<file path="src/rtl/ctrl_unit_mdu.sv">
// ID-stage control unit for the RV32 pipeline: RV32I/RV32M decode plus the
// sequencer that launches the iterative MDU, holds the front end and issues write-back.
module ctrl_unit_mdu #(
    parameter int MUL_LAT  = 4,
    parameter int DIV_LAT  = 33,
    parameter bit ENABLE_M = 1'b1
) (
    input  logic        clk,
    input  logic        rst,
    input  logic [31:0] inst,
    input  logic        inst_valid,
    input  logic        cmp_res,
    input  logic        flush,
    output logic        Branch,
    output logic        ALUSrc_A,
    output logic        ALUSrc_B,
    output logic        DatatoReg,
    output logic        RegWrite,
    output logic        mem_w,
    output logic        MIO,
    output logic        rs1use,
    output logic        rs2use,
    output logic        JALR,
    output logic [1:0]  hazard_optype,
    output logic [2:0]  ImmSel,
    output logic [2:0]  cmp_ctrl,
    output logic [3:0]  ALUControl,
    output logic        mdu_start,
    output logic [2:0]  mdu_op,
    output logic        mdu_wb,
    output logic        stall,
    output logic        illegal
);

    localparam int MAX_LAT = (MUL_LAT > DIV_LAT) ? MUL_LAT : DIV_LAT;
    localparam int CNT_W   = $clog2(MAX_LAT + 1);

    localparam logic [CNT_W-1:0] MUL_LOAD = CNT_W'(MUL_LAT - 1);
    localparam logic [CNT_W-1:0] DIV_LOAD = CNT_W'(DIV_LAT - 1);

    localparam logic [1:0] ST_IDLE = 2'd0;
    localparam logic [1:0] ST_BUSY = 2'd1;
    localparam logic [1:0] ST_DONE = 2'd2;

    localparam logic [6:0] OP_R     = 7'b0110011;
    localparam logic [6:0] OP_I     = 7'b0010011;
    localparam logic [6:0] OP_L     = 7'b0000011;
    localparam logic [6:0] OP_S     = 7'b0100011;
    localparam logic [6:0] OP_B     = 7'b1100011;
    localparam logic [6:0] OP_LUI   = 7'b0110111;
    localparam logic [6:0] OP_AUIPC = 7'b0010111;
    localparam logic [6:0] OP_JAL   = 7'b1101111;
    localparam logic [6:0] OP_JALR  = 7'b1100111;

    localparam logic [3:0] ALU_ADD  = 4'd1;
    localparam logic [3:0] ALU_SUB  = 4'd2;
    localparam logic [3:0] ALU_AND  = 4'd3;
    localparam logic [3:0] ALU_OR   = 4'd4;
    localparam logic [3:0] ALU_XOR  = 4'd5;
    localparam logic [3:0] ALU_SLL  = 4'd6;
    localparam logic [3:0] ALU_SRL  = 4'd7;
    localparam logic [3:0] ALU_SLT  = 4'd8;
    localparam logic [3:0] ALU_SLTU = 4'd9;
    localparam logic [3:0] ALU_SRA  = 4'd10;
    localparam logic [3:0] ALU_PC4  = 4'd11;
    localparam logic [3:0] ALU_BOUT = 4'd12;

    logic [6:0] opcode;
    logic [2:0] funct3;
    logic [6:0] funct7;
    logic       unused_inst_bits;

    assign opcode           = inst[6:0];
    assign funct3           = inst[14:12];
    assign funct7           = inst[31:25];
    assign unused_inst_bits = ^{inst[24:15], inst[11:7]};

    function automatic logic [3:0] alu_op(input logic [2:0] f3, input logic alt);
        case (f3)
            3'd0:    alu_op = alt ? ALU_SUB : ALU_ADD;
            3'd1:    alu_op = ALU_SLL;
            3'd2:    alu_op = ALU_SLT;
            3'd3:    alu_op = ALU_SLTU;
            3'd4:    alu_op = ALU_XOR;
            3'd5:    alu_op = alt ? ALU_SRA : ALU_SRL;
            3'd6:    alu_op = ALU_OR;
            default: alu_op = ALU_AND;
        endcase
    endfunction

    logic       dec_legal, dec_mop, dec_branch, dec_alusrc_a, dec_alusrc_b;
    logic       dec_datatoreg, dec_regwrite, dec_mem_w, dec_mio;
    logic       dec_rs1use, dec_rs2use, dec_jalr;
    logic [1:0] dec_hz;
    logic [2:0] dec_immsel, dec_cmp;
    logic [3:0] dec_alu;

    // NOTE: every always_comb output gets a default first so no path leaves it unassigned (no latch).
    always_comb begin
        dec_legal     = 1'b0;
        dec_mop       = 1'b0;
        dec_branch    = 1'b0;
        dec_alusrc_a  = 1'b0;
        dec_alusrc_b  = 1'b0;
        dec_datatoreg = 1'b0;
        dec_regwrite  = 1'b0;
        dec_mem_w     = 1'b0;
        dec_mio       = 1'b0;
        dec_rs1use    = 1'b0;
        dec_rs2use    = 1'b0;
        dec_jalr      = 1'b0;
        dec_hz        = 2'd0;
        dec_immsel    = 3'd0;
        dec_cmp       = 3'd0;
        dec_alu       = 4'd0;
        case (opcode)
            OP_R: begin
                if (funct7 == 7'h01) begin
                    if (ENABLE_M) begin
                        dec_legal = 1'b1;
                        dec_mop   = 1'b1;
                        dec_hz    = 2'd1;
                    end
                end else if (funct7 == 7'h00 ||
                             (funct7 == 7'h20 && (funct3 == 3'd0 || funct3 == 3'd5))) begin
                    dec_legal    = 1'b1;
                    dec_regwrite = 1'b1;
                    dec_rs1use   = 1'b1;
                    dec_rs2use   = 1'b1;
                    dec_hz       = 2'd1;
                    dec_alu      = alu_op(funct3, funct7[5]);
                end
            end
            OP_I: begin
                // Only shift immediates constrain funct7; for the rest those bits are immediate.
                if ((funct3 != 3'd1 && funct3 != 3'd5) || funct7 == 7'h00 ||
                    (funct3 == 3'd5 && funct7 == 7'h20)) begin
                    dec_legal    = 1'b1;
                    dec_regwrite = 1'b1;
                    dec_rs1use   = 1'b1;
                    dec_alusrc_b = 1'b1;
                    dec_immsel   = 3'd1;
                    dec_hz       = 2'd1;
                    dec_alu      = alu_op(funct3, funct3 == 3'd5 && funct7[5]);
                end
            end
            OP_L: begin
                if (funct3 != 3'd3 && funct3 != 3'd6 && funct3 != 3'd7) begin
                    dec_legal     = 1'b1;
                    dec_regwrite  = 1'b1;
                    dec_datatoreg = 1'b1;
                    dec_mio       = 1'b1;
                    dec_rs1use    = 1'b1;
                    dec_alusrc_b  = 1'b1;
                    dec_immsel    = 3'd1;
                    dec_hz        = 2'd2;
                    dec_alu       = ALU_ADD;
                end
            end
            OP_S: begin
                if (funct3 <= 3'd2) begin
                    dec_legal    = 1'b1;
                    dec_mem_w    = 1'b1;
                    dec_mio      = 1'b1;
                    dec_rs1use   = 1'b1;
                    dec_rs2use   = 1'b1;
                    dec_alusrc_b = 1'b1;
                    dec_immsel   = 3'd4;
                    dec_hz       = 2'd3;
                    dec_alu      = ALU_ADD;
                end
            end
            OP_B: begin
                if (funct3 != 3'd2 && funct3 != 3'd3) begin
                    dec_legal  = 1'b1;
                    dec_branch = 1'b1;
                    dec_rs1use = 1'b1;
                    dec_rs2use = 1'b1;
                    dec_immsel = 3'd2;
                    dec_cmp    = funct3;
                end
            end
            OP_LUI: begin
                dec_legal    = 1'b1;
                dec_regwrite = 1'b1;
                dec_alusrc_b = 1'b1;
                dec_immsel   = 3'd5;
                dec_hz       = 2'd1;
                dec_alu      = ALU_BOUT;
            end
            OP_AUIPC: begin
                dec_legal    = 1'b1;
                dec_regwrite = 1'b1;
                dec_alusrc_a = 1'b1;
                dec_alusrc_b = 1'b1;
                dec_immsel   = 3'd5;
                dec_hz       = 2'd1;
                dec_alu      = ALU_ADD;
            end
            OP_JAL: begin
                dec_legal    = 1'b1;
                dec_branch   = 1'b1;
                dec_regwrite = 1'b1;
                dec_alusrc_a = 1'b1;
                dec_immsel   = 3'd3;
                dec_hz       = 2'd1;
                dec_alu      = ALU_PC4;
            end
            OP_JALR: begin
                if (funct3 == 3'd0) begin
                    dec_legal    = 1'b1;
                    dec_branch   = 1'b1;
                    dec_jalr     = 1'b1;
                    dec_regwrite = 1'b1;
                    dec_rs1use   = 1'b1;
                    dec_alusrc_a = 1'b1;
                    dec_immsel   = 3'd1;
                    dec_hz       = 2'd1;
                    dec_alu      = ALU_PC4;
                end
            end
            default: ;
        endcase
    end

    logic [1:0]       state_q, state_d;
    logic [CNT_W-1:0] cnt_q, cnt_d;
    logic             is_idle, launch_raw, busy_hold, in_done;

    assign is_idle    = (state_q == ST_IDLE);
    assign launch_raw = is_idle & inst_valid & dec_mop & ~flush;
    assign busy_hold  = (state_q == ST_BUSY) & ~flush;
    assign in_done    = (state_q == ST_DONE) & ~flush;

    // rst gates only the combinational launch path; the registers already clear asynchronously.
    assign mdu_start = launch_raw & ~rst;
    assign mdu_op    = mdu_start ? funct3 : 3'd0;
    assign stall     = mdu_start | busy_hold;
    assign mdu_wb    = in_done;

    always_comb begin
        state_d = state_q;
        cnt_d   = cnt_q;
        case (state_q)
            ST_IDLE: begin
                if (launch_raw) begin
                    state_d = ST_BUSY;
                    cnt_d   = funct3[2] ? DIV_LOAD : MUL_LOAD;
                end
            end
            ST_BUSY: begin
                if (flush)               state_d = ST_IDLE;
                else if (cnt_q == '0)    state_d = ST_DONE;
                else                     cnt_d   = cnt_q - CNT_W'(1);
            end
            default: state_d = ST_IDLE;
        endcase
    end

    // NOTE: sequential state uses non-blocking assignments so all flops update together at the edge.
    always_ff @(posedge clk or posedge rst) begin
        if (rst) begin
            state_q <= ST_IDLE;
            cnt_q   <= '0;
        end else begin
            state_q <= state_d;
            cnt_q   <= cnt_d;
        end
    end

    // BUSY/DONE outputs come from the sequencer alone, independent of inst_valid.
    always_comb begin
        Branch        = 1'b0;
        ALUSrc_A      = 1'b0;
        ALUSrc_B      = 1'b0;
        DatatoReg     = 1'b0;
        RegWrite      = 1'b0;
        mem_w         = 1'b0;
        MIO           = 1'b0;
        rs1use        = 1'b0;
        rs2use        = 1'b0;
        JALR          = 1'b0;
        hazard_optype = 2'd0;
        ImmSel        = 3'd0;
        cmp_ctrl      = 3'd0;
        ALUControl    = 4'd0;
        illegal       = 1'b0;
        if (inst_valid) begin
            Branch        = dec_branch & cmp_res;
            ALUSrc_A      = dec_alusrc_a;
            ALUSrc_B      = dec_alusrc_b;
            DatatoReg     = dec_datatoreg;
            RegWrite      = dec_regwrite;
            mem_w         = dec_mem_w;
            MIO           = dec_mio;
            rs1use        = dec_mop ? is_idle : dec_rs1use;
            rs2use        = dec_mop ? is_idle : dec_rs2use;
            JALR          = dec_jalr;
            hazard_optype = dec_hz;
            ImmSel        = dec_immsel;
            cmp_ctrl      = dec_cmp;
            ALUControl    = dec_alu;
            illegal       = ~dec_legal;
        end
        if (in_done) RegWrite = 1'b1;
    end

endmodule
</file>
<file path="config.mk">
export PLATFORM = sky130hd
export DESIGN_NAME = ctrl_unit_mdu
export DESIGN_NICKNAME = d
export VERILOG_FILES = /design/src/rtl/ctrl_unit_mdu.sv
export SDC_FILE = /design/constraint.sdc
export NUM_CORES = 1
export LEC_CHECK = 0
export ABC_AREA = 1
export CORE_ASPECT_RATIO = 2
export CORE_MARGIN = 2
export CORE_UTILIZATION = 42
export DETAILED_ROUTE_END_ITERATION = 6
export HOLD_SLACK_MARGIN = 0.08
export PLACE_DENSITY = 0.95
export SLEW_MARGIN = 20
export SYNTH_ARGS = -nofsm -noshare
export SYNTH_HDL_FRONTEND = slang
export SYNTH_SLANG_ARGS = --single-unit
</file>
<file path="constraint.sdc">
create_clock -name clk -period 4.2 [get_ports clk]
set_input_delay 0.84 -clock clk [delete_from_list [all_inputs] [get_ports clk]]
set_output_delay 0.84 -clock clk [all_outputs]
set_load 0.005 [all_outputs]
</file>
# After elaboration in Yosys (flattened, before gate mapping)
# Cells that the tools add are included.
# word_totals
register_bits	8
input_bits	37
out_inout_bits	29
elab_cells	142
# op_classes
addsub	1
order_cmp	1
n_eq_ne	29
mux	77
bitwise_logic	11
reduce_logical	21
# op_table
op	n
4-bit one-hot mux with 7 select lines	2
1-bit two-way mux	36
4-bit one-hot mux with 8 select lines	1
7-bit by 6-bit == test with 1-bit output, second input constant	4
4-bit two-way mux	7
6-bit two-way mux	4
7-bit == test, second input constant	3
3-bit one-hot mux with 7 select lines	1
2-bit two-way mux	9
3-bit two-way mux	6
7-bit by 5-bit == test with 1-bit output, second input constant	2
2-bit one-hot mux with 6 select lines	1
6-bit one-hot mux with 2 select lines	1
3-bit == test, second input constant	3
3-bit by 2-bit inequality test with 1-bit output, second input constant	3
3-bit inequality test, second input constant	3
1-bit bitwise AND	7
7-bit by 1-bit == test with 1-bit output, second input constant	1
7-bit by 2-bit == test with 1-bit output, second input constant	1
1-bit logical AND	7
7-bit zero test	1
1-bit one-hot mux with 7 select lines	1
3-bit by 2-bit == test with 1-bit output, second input constant	2
6-bit zero test	1
24 further kinds	33

# Longest topological paths before layout
# logic_depth
word_depth	9
mapped_depth	11
mapped_depth_nobuf	11

# Least setup slack after synthesis
# Ideal clock, no wire load.
# synth_path
path_kind	input to output
from	input port inst[28]
to	output port ALUControl[2]
t_arrival_ps	1694
required_time_ps	3360
slack_ps	1666
cell_stages	11
path_buffers	0
path_cell_list	nor2_1 -> nand2_1 -> nor2_1 -> nand2_1 -> nand2_1 -> nand2_1 -> nand2_1 -> nand2_1 -> nand2_1 -> nand2_1 -> inv_1
# synth_between
elab_chain_cells	7
word_cells_on_any_way	13
cone_classes	eq/ne (2); mux (5); reduce/logical (6)
# synth_rtl
element	line_no	rtl
start: declaration	10	input logic [31:0] inst,
7-bit by 6-bit == test with 1-bit output	125, 137	
1-bit logical AND	125	(funct7 == 7'h20 && (funct3 == 3'd0 || funct3 == 3'd5))) begin
1-bit logical OR	124	end else if (funct7 == 7'h00 ||
4-bit two-way mux	124	
4-bit two-way mux	118	if (funct7 == 7'h01) begin
4-bit one-hot mux with 8 select lines (*)	116	case (opcode)
4-bit two-way mux (*)	288	if (inst_valid) begin
end: declaration	27	output logic [3:0] ALUControl,
# Mark *: on every way between the ends. The rest lies on a longest branch, timed or not.

# Worst setup path after layout
# layout_path
from	input port inst[14]
to	output port illegal
# layout_between
elab_chain_cells	9
word_cells_on_any_way	29
cone_classes	order compare (1); eq/ne (7); mux (9); bitwise (1); reduce/logical (11)
# layout_rtl
element	line_no	rtl
3-bit == test or 3-bit zero test (tied branches)	125, 137, 210	
1-bit logical OR	125	
1-bit logical AND	125	
1-bit logical OR	124	
1-bit two-way mux	124	
1-bit two-way mux	118	
1-bit one-hot mux with 7 select lines (*)	116	
1-bit NOT (*)	303	illegal = ~dec_legal;
1-bit two-way mux (*)	288	
end: declaration	32	output logic illegal
# Marked as above.

==> summary.md <==
| Metric | Value |
|---|---|
| Worst hold stages | `2` |
| Maximum fanout along the worst path | `7` |
| Overall routing resource usage | `23.65%` |
| Final Hold Violating Endpoints | `0` |
| Root buf cell | `clkbuf_8` |
| Area growth syn-to-layout | `48.83%` |
| Hold buffer count at cts | `0` |
| Vias in the first global route | `between 1500 and 2000` |
| RSZ-0062 raised after global routing | `no` |
| CTS buffer count | `3` |
| FF-to-FF path depth | `9` |
| CP required | `around 3.4 ns` |
| CTS tree | `done` |
| Residual DRC count | `0` |
| PD cells | `132.8 nW/um2` |
| Initial antenna violation count | `0` |
| DIE HEIGHT | `a little under 80 um` |
| H-tree lvl count | `1` |
| Resize count post-CTS | `0` |
| VDD IR max | `0.1832 mV` |
| Worst hold endpoint | `cnt_q[4]` |
| Worst hold start | `cnt_q[4]` |
| Ys flop type | `dfrtp_1` |
| Post-synth top area cell | `dfrtp_1` |
| Initial core utilization | `43.52%` |
| Final setup vio count | `0` |
| Num rows | `27` |
| Top post-synthesis cells by area | `dfrtp_1 17%, nand2_1 17%, nor2_1 12%` |
| Syn_area_per_cell | `approximately 5.5 um2` |
| Status | `finished, final reports clean` |
| Iter 0 DRT Violations | `53` |
| CP Data Arrival Time | `2.96 ns` |
| Full die area | `around 3300 um2` |
| Max Slew Vio Count | `0` |
| Synthesized area | `1176 um2` |
| Synth cell types | `28` |
| Reg-to-Reg End | `cnt_q[3]` |
| Clock Path Buffers | `2` |
| Total clock sinks | `8` |
| Hold WC Path Type | `flip-flop to flip-flop` |
| Chip Width | `between 40 and 50 um` |
| Gr ovfl total | `0` |
| Yosys Warn Count | `0` |
| Worst r2r src | `state_q[0]` |
| Via-to-Cell Ratio | `between 5 and 6` |
| Seq/Total Area, Yosys | `between 10% and 20%` |
| First-pass GRT wire length | `about 6.2 mm` |
| Routed WL | `between 3 and 4 mm` |
| Core Area | `2703 um2` |
| Post-synth ARST share | `100.0%` |
| Crit share post-route | `around nine tenths` |
| Cells after DPL | `around 290` |
| EDFF count, synth | `0` |
| Antenna diodes | `0` |
| Syn Nets | `between 200 and 300` |
| Routed vias | `between 1500 and 2000` |
| FF-to-FF setup slack | `approximately 2.7 ns` |
| Setup TNS | `0 ns` |
| Dpl hpwl | `about 3.0 mm` |
| Final core area utilization | `approximately 65%` |
| Synth top cells by count | `52 x nand2_1, 39 x nor2_1, 33 x inv_1` |
| Clock Skew | `approximately 0.0036 ns` |
| Worst Setup Start Kind | `input port` |
| Gate Count Post-Synth | `approximately 220` |
| DR WL/cell | `around 12 um` |
| Post-CTS setup buffer count | `0` |
| #FFs+latches synth | `8` |
| Rel. slew slack | `between 70 and 80%` |
| Maximum clock rate | `around 0.26 GHz` |
| Fillers | `between 200 and 300` |
| Nets | `between 300 and 400` |
| Total of max-cap violations | `0` |
| Leakage | `0.0009286 uW` |
| First-pass detailed-route iteration total | `5` |
| Worst Path Class, Setup | `input port to primary output` |
| Share of the synthesized area in the top cell type | `between 15 and 20%` |
| Hold Slack | `0.5857 ns` |
| Non-filler instance count after layout | `296` |
| Final ANT Viol Nets | `0` |
| IO Port Bufs | `50` |
| Endpoint type of the worst setup path | `primary output` |
| Ports | `between 60 and 70` |
| Layout cell share with drive strength beyond 1 | `under 10%` |
| RePlAce Congestion | `slightly above 0.9` |
| Worst-path clk slew | `approximately 0.040 ns` |
| Largest net degree at the start of global routing | `13` |
| Worst slew pin tran | `approximately 0.41 ns` |
| Fin crit period | `between 3 and 4 ns` |
| Worst skew pair latency | `0.23 ns` |
| Most numerous cell in the Yosys netlist | `nand2_1` |
-- placed cells by master, fill, tap and decap left out --
master           netlist  routed
nand2_2                3       3
xor2_1                 1       1
o21ai_1                4       4
nand3_1               24      24
a31oi_1                1       1
buf_4                  0       2
nand2_1               52      52
ha_1                   2       2
o211ai_1               1       1
o21ai_4                1       1
nand4_1                5       5
or2_2                  1       1
nor3_2                 1       1
clkbuf_8               0       3
nor2_1                39      39
inv_1                 33      33
nand4_2                1       1
nor2_2                 4       4
nand2_4                2       2
dfrtp_1                8       8
o21ai_0                5       5
a21oi_1                7       7
nand3b_1               2       2
clkinv_2               1       1
clkdlybuf4s50_1        0      50
inv_2                  4       4
nor2_4                 2       2
nor3_1                 7       7
o221ai_1               1       1
-- sequential cells by signal, indices dropped and copies added, names as in the netlist --
register / cells
cnt_q: 6
state_q: 2
-- worst max path at each step --
stage	to	startpoint	slack [ns]
floorplan	ALUControl[2]	inst[28]	1.67
detailed placement	illegal	inst[14]	0.43
global placement	illegal	inst[14]	0.44
finish	illegal	inst[14]	0.40
CTS	illegal	inst[14]	0.42
global route	illegal	inst[14]	0.27
-- per-layer routing --
metal	vias to the layer above	GRT usage (%)	wire, um
li1	784	-	-
met1	720	20.11	1215
met2	52	46.88	2131
met3	12	3.636	146
met4	0	16.45	137
met5	-	0	0
-- metrics by stage --
stage / total power [uW] / setup slack, ns / instance area (um2)
3_3_place_gp: 141.4 / 0.4359 / 1709
4_1_cts: 234.5 / 0.4212 / 1750
5_1_grt: 244.8 / 0.2652 / 1750
3_5_place_dp: 142.6 / 0.4270 / 1709
6_report: 232.4 / 0.4006 / 1750
2_1_floorplan: 106.5 / 1.666 / 1176
-- critical path, stage by stage --
cell             delay (ns)
clkdlybuf4s50_1        0.63
inv_2                  0.14
nand2_2                0.10
nor2_2                 0.06
o21ai_4                0.23
inv_2                  0.06
nor2_2                 0.09
nand3_1                0.11
nor3_2                 0.17
clkdlybuf4s50_1        0.52
-- cell type report --
type | count | area (um2) | area share, %
clock buffer | 3 | 41.29 | 2.359
inverter | 38 | 143.9 | 8.220
multi-input combinational | 166 | 813.3 | 46.46
sequential | 8 | 200.2 | 11.44
tap | 29 | 36.28 | 2.073
timing repair buffer | 52 | 515.5 | 29.45
-- report_power, final --
group          leakage (uW)  internal [uW]  switching, uW  total [uW]
clock             0.0000216           61.9           28.2        90.1
combinational      0.000816           30.5           34.2        64.7
sequential        0.0000909           77.6         0.0658        77.7
-- kinds of logic (layout without fill, tap and decap cells) --
| group | after synthesis | in the layout | synth area share [%] |
|---|---|---|---|
| AO/OA/AOI/OAI | 20 | 20 | 10.11 |
| AND/OR/NAND/NOR | 143 | 143 | 56.17 |
| XOR/XNOR | 1 | 1 | 0.7448 |
| adder cells (fa/ha/maj) | 2 | 2 | 2.127 |
| buffers and inverters | 41 | 93 | 13.83 |
| flip-flops | 8 | 8 | 17.02 |
Note: power is estimated with default switching activity, not from simulation.
